===== src/rtl/xfer_pkg.sv =====
// Shared types and default sizing for the deserializer-to-queue sequencer.
package xfer_pkg;

    typedef enum logic [2:0] {
        IDLE,
        ENQ,
        DEQ,
        SETTLE,
        ACK
    } xfer_state_t;

    localparam int DEPTH_DEF       = 8;
    localparam int LEN_W_DEF       = 4;
    localparam int SYNC_STAGES_DEF = 2;

endpackage


===== src/rtl/sync_ff.sv =====
// Multi-flop level synchronizer for a single-bit signal crossing into this clock domain.
module sync_ff #(
    parameter int STAGES = 2
) (
    input  logic clock,
    input  logic reset,
    input  logic d,
    output logic q
);

    logic [STAGES-1:0] chain;

    always_ff @(posedge clock or negedge reset) begin
        if (!reset) begin
            chain <= '0;
        end else begin
            chain[0] <= d;
            for (int i = 1; i < STAGES; i++) begin
                chain[i] <= chain[i-1];
            end
        end
    end

    assign q = chain[STAGES-1];

endmodule


===== src/rtl/xfer_sequencer.sv =====
// Serializes deserializer enqueues and user dequeues onto the queue, with a
// 4-phase ready/ack handshake toward the deserializer and full/empty gating.
module xfer_sequencer
    import xfer_pkg::*;
#(
    parameter int DEPTH       = DEPTH_DEF,
    parameter int LEN_W       = LEN_W_DEF,
    parameter int SYNC_STAGES = SYNC_STAGES_DEF
) (
    input  logic             clock,
    input  logic             reset,
    input  logic             des_ready_in,
    input  logic [7:0]       des_data_in,
    output logic             des_ack_out,
    input  logic             deq_req_in,
    input  logic [LEN_W-1:0] q_len_in,
    output logic [7:0]       q_data_out,
    output logic             q_enqueue_out,
    output logic             q_dequeue_out,
    output logic             full_out,
    output logic             empty_out,
    output logic             deq_err_out,
    output logic             busy_out
);

    xfer_state_t state;
    xfer_state_t state_nxt;

    logic rdy_s;
    logic deq_pend;
    logic last_was_enq;
    logic enq_ok;
    logic load_data;
    logic reject;

    sync_ff #(
        .STAGES(SYNC_STAGES)
    ) u_rdy_sync (
        .clock(clock),
        .reset(reset),
        .d    (des_ready_in),
        .q    (rdy_s)
    );

    assign full_out  = (q_len_in == LEN_W'(DEPTH));
    assign empty_out = (q_len_in == '0);
    assign enq_ok    = rdy_s && !full_out;

    always_ff @(posedge clock or negedge reset) begin
        if (!reset) begin
            state <= IDLE;
        end else begin
            state <= state_nxt;
        end
    end

    // A new request in the same cycle as a clear re-arms the pending flag.
    always_ff @(posedge clock or negedge reset) begin
        if (!reset) begin
            deq_pend     <= 1'b0;
            last_was_enq <= 1'b0;
            deq_err_out  <= 1'b0;
            q_data_out   <= 8'h00;
        end else begin
            deq_pend    <= (deq_pend && !((state == DEQ) || reject)) || deq_req_in;
            deq_err_out <= reject;
            if (state == ENQ) begin
                last_was_enq <= 1'b1;
            end else if (state == DEQ) begin
                last_was_enq <= 1'b0;
            end
            if (load_data) begin
                q_data_out <= des_data_in;
            end
        end
    end

    always_comb begin
        state_nxt     = state;
        load_data     = 1'b0;
        reject        = 1'b0;
        des_ack_out   = 1'b0;
        q_enqueue_out = 1'b0;
        q_dequeue_out = 1'b0;
        busy_out      = 1'b1;
        case (state)
            IDLE: begin
                busy_out = 1'b0;
                // Round-robin: a pending dequeue wins contention only right after an enqueue.
                if (deq_pend && (!enq_ok || last_was_enq)) begin
                    if (empty_out) begin
                        reject = 1'b1;
                    end else begin
                        state_nxt = DEQ;
                    end
                end else if (enq_ok) begin
                    load_data = 1'b1;
                    state_nxt = ENQ;
                end
            end
            ENQ: begin
                q_enqueue_out = 1'b1;
                state_nxt     = SETTLE;
            end
            DEQ: begin
                q_dequeue_out = 1'b1;
                state_nxt     = SETTLE;
            end
            SETTLE: begin
                state_nxt = last_was_enq ? ACK : IDLE;
            end
            ACK: begin
                des_ack_out = 1'b1;
                if (!rdy_s) begin
                    state_nxt = IDLE;
                end
            end
            default: begin
                state_nxt = IDLE;
            end
        endcase
    end

endmodule


===== config.mk =====
export PLATFORM = sky130hd
export DESIGN_NAME = xfer_sequencer
export DESIGN_NICKNAME = d
export VERILOG_FILES = /design/src/rtl/xfer_pkg.sv /design/src/rtl/sync_ff.sv /design/src/rtl/xfer_sequencer.sv
export SDC_FILE = /design/constraint.sdc
export NUM_CORES = 1
export LEC_CHECK = 0
export CAP_MARGIN = 20
export CORE_MARGIN = 2
export CORE_UTILIZATION = 46
export CTS_BUF_LIST = sky130_fd_sc_hd__clkbuf_2
export DETAILED_ROUTE_END_ITERATION = 10
export PLACE_DENSITY = 0.87
export SETUP_SLACK_MARGIN = 0.4
export SLEW_MARGIN = 10
export SYNTH_ARGS = -nofsm -noshare
export SYNTH_HDL_FRONTEND = slang
export SYNTH_SLANG_ARGS = --single-unit

===== constraint.sdc =====
create_clock -name clock -period 3.8 [get_ports clock]
set_input_delay 0.57 -clock clock [delete_from_list [all_inputs] [get_ports clock]]
set_output_delay 0.57 -clock clock [all_outputs]
set_load 0.05 [all_outputs]

==> results of run 1 <==
==> layout by cell type, fill, tap and decap left out <==
master / netlist / final
a21o_1: 2 / 2
a21oi_1: 2 / 2
a31o_1: 1 / 1
a32oi_1: 1 / 1
a41o_1: 1 / 1
clkbuf_2: 0 / 3
clkdlybuf4s50_1: 0 / 30
clkinv_1: 0 / 1
clkinv_2: 1 / 1
dfrtp_1: 16 / 16
inv_1: 5 / 5
inv_2: 1 / 1
mux2_2: 8 / 8
nand2_1: 3 / 3
nand2b_1: 2 / 2
nand3_2: 1 / 1
nand4_4: 1 / 1
nor2_1: 1 / 1
nor3_1: 3 / 3
nor3_4: 1 / 1
nor3b_1: 1 / 1
nor4_1: 2 / 2
o21ba_2: 1 / 1
o31a_4: 1 / 1
or4_1: 1 / 1
or4b_4: 1 / 1
==> power breakdown <==
| group | leakage [nW] | internal [W] | switching, W |
|---|---|---|---|
| Combinational | 0.272 | 0.000235 | 0.000357 |
| Clock | 0.0140 | 0.0000229 | 0.0000478 |
| Sequential | 0.192 | 0.000242 | 0.0000724 |
| Total | 0.478 | 0.000500 | 0.000478 |
==> flip-flops by register name (all words and copies together) (netlist names) <==
register and flops:
q_data_out 8, deq_err_out 1, u_rdy_sync.chain 2, state 3, deq_pend 1, last_was_enq 1
==> routing by layer <==
metal / routed length, um / share of wire, % / up-vias
met2: 863 / 58 / 15
li1: - / - / 273
met4: 20 / 1.3 / 0
met3: 44 / 2.9 / 2
met1: 565 / 38 / 286
met5: 0 / 0 / -
==> layout make-up <==
type / instances / area, um^2 / share of cell area (%)
clock inverter: 1 / 3.754 / 0.3513
timing repair buffer: 30 / 300.3 / 28.10
tap: 16 / 20.02 / 1.874
sequential: 16 / 400.4 / 37.47
clock buffer: 3 / 15.01 / 1.405
multi-input combinational: 34 / 301.5 / 28.22
inverter: 7 / 27.53 / 2.576
==> worst max path at each step <==
stage	start	endpoint	slack, ps
final	q_len_in[1]	full_out	780
after global routing	q_len_in[1]	empty_out	710
after global placement	q_len_in[1]	full_out	800
after CTS	q_len_in[1]	full_out	770
after floorplan	state[1]	q_enqueue_out	1500
after detailed placement	q_len_in[1]	full_out	770
==> cell families (layout without fill, tap and decap cells) <==
group                  after synthesis  in the layout  share of synthesized area, %
muxes                                8              8                         12.27
buffers and inverters                8             41                         4.428
and+or+nand+nor                     17             17                         17.89
DFF                                 16             16                         54.51
AOI/OAI and AO/OA                    9              9                         10.90
==> worst register-to-register path, cell delays in order, from the launching register on <==
cell and delay, ps:
dfrtp_1 510, nor3_4 390, nand4_4 250, mux2_2 340
==> stage by stage <==
stage | std cells | worst slack (ps) | cell area, um^2
after floorplan | 58 | 1502 | 734.5
after global placement | 103 | 797.3 | 1050
after detailed placement | 103 | 770.9 | 1050
after CTS | 107 | 769.4 | 1069
after global routing | 107 | 712.2 | 1069
final | 107 | 781.1 | 1069
==> qor.csv, run 1 <==
metric,value,unit
Synth Register Bits,16,
clock slew at reported path FFs,130,ps
Post-Synthesis Cell Area,734.5,um^2
Post-DP HPWL,1227,um
type of the worst setup path,in -> out,
Worst EP required,3230,ps
hold_sp,u_rdy_sync.chain[0],
die area,1932,um^2
maximum VDD drop,0.5914,mV
"Avg Cell Area, Syn",12.66,um^2
CORE AREA,1506,um^2
CP endpoint kind,primary output,
Longest Clk Path Bufs,2,
RD Place Congestion,0.8485,
clk sinks,16,
routed via count,576,
status,"finished, final reports clean",
Syn Nets,74,
Worst Hold Endpoint,u_rdy_sync.chain[1],
"Most Used Layer, Global Route",met2,
initial DRC count,7,
RR Startpoint,state[1],
Crit Path Max Fanout,4,
"Hold Violations, Final",0,
setup bufs post-CTS,0,
global routing usage on met2,32.65,%
Power Density,914.5,nW/um^2
largest net degree at the start of global routing,17,
Die H,43.96,um
WL final,1493,um
DR WL/cell,13.95,um
post-route antenna net violation count,0,
vias in the first global route,598,
first-pass GRT wire length,2566,um
top post-synthesis cells by count,"16 x dfrtp_1, 8 x mux2_2, 5 x inv_1",
TritonRoute pass-1 iters,4,
met1 Use GR,21.08,%
top area cells in the synthesized netlist,"dfrtp_1 55%, mux2_2 12%, nand4_4 2.9%",
worst-path cell chain,clkdlybuf4s50_1 -> or4b_4 -> clkinv_2 -> clkdlybuf4s50_1,
Area Overhead vs Synth,45.48,%
total power,0.0009771,W
Worst Setup Start Kind,input pin,
Fillers,115,
top-count cell post-synth,dfrtp_1,
Clock Latency Late Sink,270,ps
worst min-delay path class,reg -> reg,
Ports,31,
Hold Buf Count CTS,0,
antenna violations before repair,0,
Synth Instances,58,
Total Routing Usage GR,18.61,%
Max-Cap Viols,0,
grt met3 use,4.583,%
post-synth top area share,54.51,%
Worst Hold Depth,0,
Antenna diodes,0,
Worst Max-Slew Pin Slew,652.9,ps
Num CTS Buffers,3,
R2R Path End,q_data_out[3],
H-tree Lvls,1,
PortBufs,30,
internal reg-to-reg setup slack,2210,ps
starting density of the core,48.75,%
root buf cell,clkbuf_2,
Yosys warning total,0,
async set or reset register ratio after synthesis,100.0,%
Die W,43.96,um
slowest CP cell,clkdlybuf4s50_1,
Worst path max stage delay,800,ps
vias per cell,5.383,
worst reg-to-reg path cell count,3,
final cycle utilization of the critical path,79.45,%
Final Max Slew Viols,0,
post-cts resize count,0,
RSZ-0062 raised after global routing,no,
total stage count of the critical path,4,
CTS tree,built,
Site Rows,14,
register area share after synthesis,54.51,%
Leakage Power,0.4781,nW
cell family with most CP delay,buffers and inverters,
Hold Slack,391.5,ps
f_max,0.3312,GHz
DRC,0,
predominant post-synthesis flop cell,dfrtp_1,
slew margin rel.,56.34,%
Post-synth EDFFs,0,
"Buf+Inv Stages, Crit Path",3,
Layout Nets,108,
Critical Path AT,2450,ps
dominant cell type by area after synthesis,dfrtp_1,
share of cells above drive strength 1,20.88,%
cell mode on critical path,clkdlybuf4s50_1,
synth unique cells,24,
count of final setup violators,0,
post-route setup TNS,0,ps
gr ovfl total,0,
post-layout minimum cycle time,3019,ps
final core occ,70.93,%
Clock Skews,8.522,ps
Note: power is estimated with default switching activity, not from simulation.
==> inputs of run 2 (changes only) <==
--- a/config.mk
+++ b/config.mk
@@ -7,10 +7,10 @@
 export LEC_CHECK = 0
 export CAP_MARGIN = 20
 export CORE_MARGIN = 2
-export CORE_UTILIZATION = 46
+export CORE_UTILIZATION = 39
 export CTS_BUF_LIST = sky130_fd_sc_hd__clkbuf_2
 export DETAILED_ROUTE_END_ITERATION = 10
-export PLACE_DENSITY = 0.87
+export PLACE_DENSITY = 0.78
 export SETUP_SLACK_MARGIN = 0.4
 export SLEW_MARGIN = 10
 export SYNTH_ARGS = -nofsm -noshare
==> constraint.sdc (replaced) <==
create_clock -name clock -period 2.5 [get_ports clock]
set_input_delay 0.375 -clock clock [delete_from_list [all_inputs] [get_ports clock]]
set_output_delay 0.375 -clock clock [all_outputs]
set_load 0.05 [all_outputs]
==> qor.csv, run 2 (same netlist as run 1, synthesis figures left out) <==
metric,value,unit
post-layout minimum cycle time,1995,ps
WL final,1426,um
placed cells,112,
f_max,0.5013,GHz
initial DRC count,4,
vias in the first global route,537,
Die W,47.40,um
"Buf+Inv Stages, Crit Path",3,
Worst Max-Slew Pin Slew,680.5,ps
status,"finished, final reports clean",
RD Place Congestion,0.8497,
count of final setup violators,0,
Area Overhead vs Synth,49.23,%
"Hold Violations, Final",0,
Num CTS Buffers,3,
Site Rows,15,
Leakage Power,0.4979,nW
P_sw,0.0007271,W
CP endpoint kind,primary output,
CTS tree,built,
Ports,31,
top flop regs,"q_data_out: 8 flops, state: 3 flops, u_rdy_sync.chain: 2 flops",
Worst EP required,2120,ps
Antenna diodes,0,
maximum VDD drop,0.8169,mV
"leading cell type in the layout, fill and taps excluded",clkdlybuf4s50_1,
Clock Skews,10.82,ps
antenna violations before repair,0,
slowest CP cell,or4_1,
starting density of the core,42.08,%
RSZ-0062 raised after global routing,yes,
TritonRoute pass-1 iters,3,
logic gate share of total power,59.7,%
cell family with most CP delay,buffers and inverters,
PortBufs,30,
Biggest register,q_data_out,
Post-DP HPWL,1131,um
clock slew at reported path FFs,130,ps
root buf cell,clkbuf_2,
Layout Nets,108,
Worst path max stage delay,580,ps
slew margin rel.,54.49,%
Hold Slack,367.5,ps
Worst Setup Start Kind,input pin,
Total Routing Usage GR,14.92,%
die area,2246,um^2
Crit Path Max Fanout,2,
Power Density,1337,nW/um^2
largest net degree at the start of global routing,17,
type of the worst setup path,in -> out,
Clock Latency Late Sink,280,ps
Max-Cap Viols,0,
clk sinks,16,
vias per cell,4.871,
Critical Path AT,1620,ps
Final Max Slew Viols,0,
setup bufs post-CTS,0,
Die H,47.40,um
routed via count,565,
Fillers,147,
final cycle utilization of the critical path,79.80,%
DR WL/cell,12.29,um
CORE AREA,1745,um^2
worst-path cell chain,clkdlybuf4s50_1 -> or4_1 -> inv_2 -> buf_12,
switch share,49.63,%
Hold Buf Count CTS,0,
first-pass GRT wire length,2235,um
post-route antenna net violation count,0,
H-tree Lvls,1,
share of cells above drive strength 1,25.27,%
power share of the clock group,7.6,%
Longest Clk Path Bufs,2,
Finished Layout Cells,116,
worst min-delay path class,reg -> reg,
max reg flops,8,
P_int,0.0007378,W
post-route setup TNS,0,ps
sequential share of power,32.7,%
gr ovfl total,0,
DRC,0,
most frequent cells in the layout,"24 x clkdlybuf4s50_1, 16 x dfrtp_1, 8 x mux2_2",
## run 2: changes by cell type in the layout (fill, tap and decap cells not counted)
cell             previous run  this run
buf_12                      0         2
nor3b_2                     0         1
nor3b_1                     1         0
clkdlybuf4s50_1            30        24
clkbuf_2                    3         4
dlygate4sd2_1               0         3
## run 2: timing repair
item                                    in CTS  in global routing
gates resized for setup                      4                  2
endpoints found under the setup margin       4                  2
hold endpoints to repair                     0                  0
pin swaps                                    0                  1
## run 2: per-stage QoR
step	worst slack, ps	util, %	power [W]	area, um^2
2_1_floorplan	520.6	-	0.001110	739.5
3_3_place_gp	471.0	62.22	0.001378	1086
3_5_place_dp	449.3	62.22	0.001392	1086
4_1_cts	439.7	63.01	0.001485	1100
5_1_grt	399.3	62.80	0.001553	1096
6_report	505.1	62.80	0.001465	1096
## run 2: worst paths after layout
kind / slack (ps) / to / start / cells after the start
max in group asynchronous: 1580 / deq_err_out / reset / 1
min in group asynchronous: 480 / q_data_out[4] / reset / 1
worst max-delay path: 510 / empty_out / q_len_in[1] / 4
worst max register to register: 990 / q_data_out[0] / state[2] / 3
worst min register to register: 370 / u_rdy_sync.chain[1] / u_rdy_sync.chain[0] / 0
worst min-delay path: 370 / u_rdy_sync.chain[1] / u_rdy_sync.chain[0] / 0
## run 2: area by class of cell
cell class	count	area (um^2)	share of cell area, %
sequential	16	400.4	36.53
timing repair buffer	30	311.5	28.42
inverter	7	27.53	2.511
clock inverter	1	3.754	0.3425
tap	25	31.28	2.854
clock buffer	3	15.01	1.370
multi-input combinational	34	306.5	27.97
## run 2: layer usage
layer / global-route usage [%] / up-vias / share of wire, %
li1: - / 278 / -
met1: 17.80 / 258 / 44
met2: 22.16 / 27 / 45
met3: 6.538 / 2 / 11
met4: 8.889 / 0 / 0.35
met5: 0 / - / 0
## run 2: worst reg2reg max path: cells and delay by family, from the launching register on
kind	cells	cell delay, ps
AND/OR/NAND/NOR	2	600
flip-flops	1	480
multiplexers	1	320
## run 2: power by group through the flow
stage / clock [W] / combinational, W / sequential, W
final: 0.000111 / 0.000875 / 0.000479
after CTS: 0.000118 / 0.000889 / 0.000478
after global routing: 0.000131 / 0.000925 / 0.000497
after floorplan: 0 / 0.000426 / 0.000684
after global placement: 0 / 0.000899 / 0.000479
after detailed placement: 0 / 0.000909 / 0.000483
==> RTL change, RTL diff (config.mk and constraints of run 2) <==
Reset style: synchronous (`reset`), changed in 3 clocked blocks.
--- a/src/rtl/sync_ff.sv
+++ b/src/rtl/sync_ff.sv
@@ -11,5 +11,5 @@
     logic [STAGES-1:0] chain;
 
-    always_ff @(posedge clock or negedge reset) begin
+    always_ff @(posedge clock) begin
         if (!reset) begin
             chain <= '0;
--- a/src/rtl/xfer_sequencer.sv
+++ b/src/rtl/xfer_sequencer.sv
@@ -47,5 +47,5 @@
     assign enq_ok    = rdy_s && !full_out;
 
-    always_ff @(posedge clock or negedge reset) begin
+    always_ff @(posedge clock) begin
         if (!reset) begin
             state <= IDLE;
@@ -56,5 +56,5 @@
 
     // A new request in the same cycle as a clear re-arms the pending flag.
-    always_ff @(posedge clock or negedge reset) begin
+    always_ff @(posedge clock) begin
         if (!reset) begin
             deq_pend     <= 1'b0;
Function: differs if reset is asserted again (counterexample within 4 cycles, from zero or initial values and one cycle with reset low); with reset held inactive, the same outputs for 10 cycles.
==> RTL change against run 2 <==
  * Core utilization down 2.2 points
  * Area after synthesis decreased by 5.3%
  * Setup slack got worse by 0.026 ns
  * Hold slack better by 0.10 ns
  * Register-to-register slack improved by 0.19 ns
  * Synthesized cell count increased by 33%
  * Die area decreased by 4.8%
  * Wire length decreased by 2.3%
  * Cell area is 5.6% lower
  * Sequential cell count unchanged
  * Clock skew decreased by 0.0015 ns
Power is not compared: it rests on default switching activity, and its combinational part moved more than twofold at a synthesized area within 25%.
==> RTL change: results (changes against run 2) <==
Outcome
  • Outcome: finished clean

Clock tree
  • Clk buf depth: 2 (unchanged)
  • Setup bufs post-CTS: 0 (unchanged)
  • Clock Latency Late Sink: about 0.27 ns
  • H-tree Lvls: 1 (unchanged)
  • Clock Root Buffer: clkbuf_2
  • Reg clk slew, reported paths: around 0.14 ns
  • Total CTS buffers: 3 (unchanged)

Placed design
  • Placed insts: 130 (+16%)
  • Pre-CTS WS: 0.4730 ns (+0.02373 ns)
  • Placement Cell Area: 1025 um^2 (-5.6%)
  • Global placer's final weighted congestion: 0.7635 (-10%)
  • Hpwl dp: 1136 um (+0.45%)
  • PortBufs: 30 (unchanged)

Drt
  • First-pass iteration count of the detailed router: 4 (+1)
  • WL final: 1393 um (-2.3%)
  • Starting DRT DRC Count: 9 (+5)
  • DR WL/cell: 10.47 um (-15%)
  • Vias/cell: 4.729 (-2.9%)

Power and ir drop
  • Leakage Power: ~0.41 nW
  • Clk. pwr: roughly 0.10 mW
  • Seq pwr share: about 50%
  • Internal: between 0.3 and 0.4 mW
  • Switching share of total power: about 36%
  • Maximum vdd drop: ~0.27 mV

Critical path
  • Maximum fanout along the worst path: 3 (+1)
  • CP max-delay cell: or4_1
  • CP max stage delay: about 0.6 ns
  • Arr. time, crit path: 1.65 ns (+0.03 ns)
  • CP top delay family: buffers and inverters
  • Reg2reg path depth: 4 (+1)

STA
  • Worst slew pin tran: 0.5084 ns (-0.1721 ns)
  • Fin Clk Skew: 0.009369 ns (-0.001456 ns)

Cells and area
  • Largest regs: q_data_out: 8 flops, state: 3 flops, u_rdy_sync.chain: 2 flops
  • N_diodes: 0 (unchanged)
  • Fillers: 167 (+14%)
  • Finished Core Util: 60.59% (-2.2 points)
  • Share of layout cells above drive strength 1: 13.89% (-11 points)
  • NumNets Final: 126 (+17%)

Global route
  • Largest net degree at the start of global routing: 17 (unchanged)
  • GRT Util Overall: 14.50% (-0.42 points)
  • Initial antenna violation count: 0 (unchanged)
  • First-pass GRT wire length: 2263 um (+1.3%)
  • Vias in the first global route: 585 (+8.9%)

Synth
  • Syn Nets: 93 (+26%)
  • Sequential-to-total area share from yosys stat: 46.04% (-8.5 points)
  • Post-synth EDFFs: 0 (unchanged)
  • Top_reg_cell synth: dfxtp_1
  • Top post-synthesis cells by area: dfxtp_1 (46%), nand3_1 (7.2%), nand2_1 (5.9%)
  • Commonest cells in the netlist: dfxtp_1 (16), nand2_1 (11), nand3_1 (10)
  • Synth Instances: 77 (+33%)
  • Yosys warning count: 0 (unchanged)
  • Cell variety after synth: 25 (+4.2%)
  • Post-synth ARST share: 0% (-100 points)

Worst hold path
  • Hold Path Class: flop to flop
  • Hold depth: 1 (+1)
## RTL change: repair_timing
| action | in CTS | in global routing |
|---|---|---|
| hold buffers | 0 | 0 |
| hold endpoints to repair | 0 | 0 |
| setup endpoints to repair | 4 | 0 |
| resized for setup | 4 | 0 |
## RTL change: kinds of logic (layout without fill, tap and decap cells)
kind of cell / Yosys count / in the layout / share of synthesized area (%)
buf+inv: 7 / 38 / 6.653
flops: 16 / 16 / 46.04
simple gates: 39 / 39 / 33.09
compound gates: 15 / 15 / 14.21
## RTL change: cell type report
| type | count | share of cell area [%] |
|---|---|---|
| multi-input cells | 54 | 31.80 |
| flip-flops and latches | 16 | 30.96 |
| inverters | 4 | 1.572 |
| clock buffers | 3 | 1.451 |
| repair buffers | 31 | 31.20 |
| well taps | 25 | 3.023 |
## RTL change: metal layers
metal  GRT usage, %  up-vias  share of wire, %
met5              0        -                 0
met4          9.143        0              0.43
met3          2.353        2               6.0
met2          22.22       24                46
met1          18.68      272                48
li1               -      331                 -
## RTL change: path summary, 6_finish.rpt
path	slack [ns]	start	end
worst min register to register	0.47	u_rdy_sync.chain[0]	u_rdy_sync.chain[1]
worst max-delay path	0.48	q_len_in[1]	empty_out
worst min-delay path	0.47	u_rdy_sync.chain[0]	u_rdy_sync.chain[1]
worst max register to register	1.18	state[0]	q_data_out[0]
## RTL change: worst register-to-register path, cell delays in order (launching register included)
cell     delay, ns
dfxtp_1       0.40
nor3_2        0.32
nand4_4       0.27
nand3_1       0.15
o21ai_0       0.08
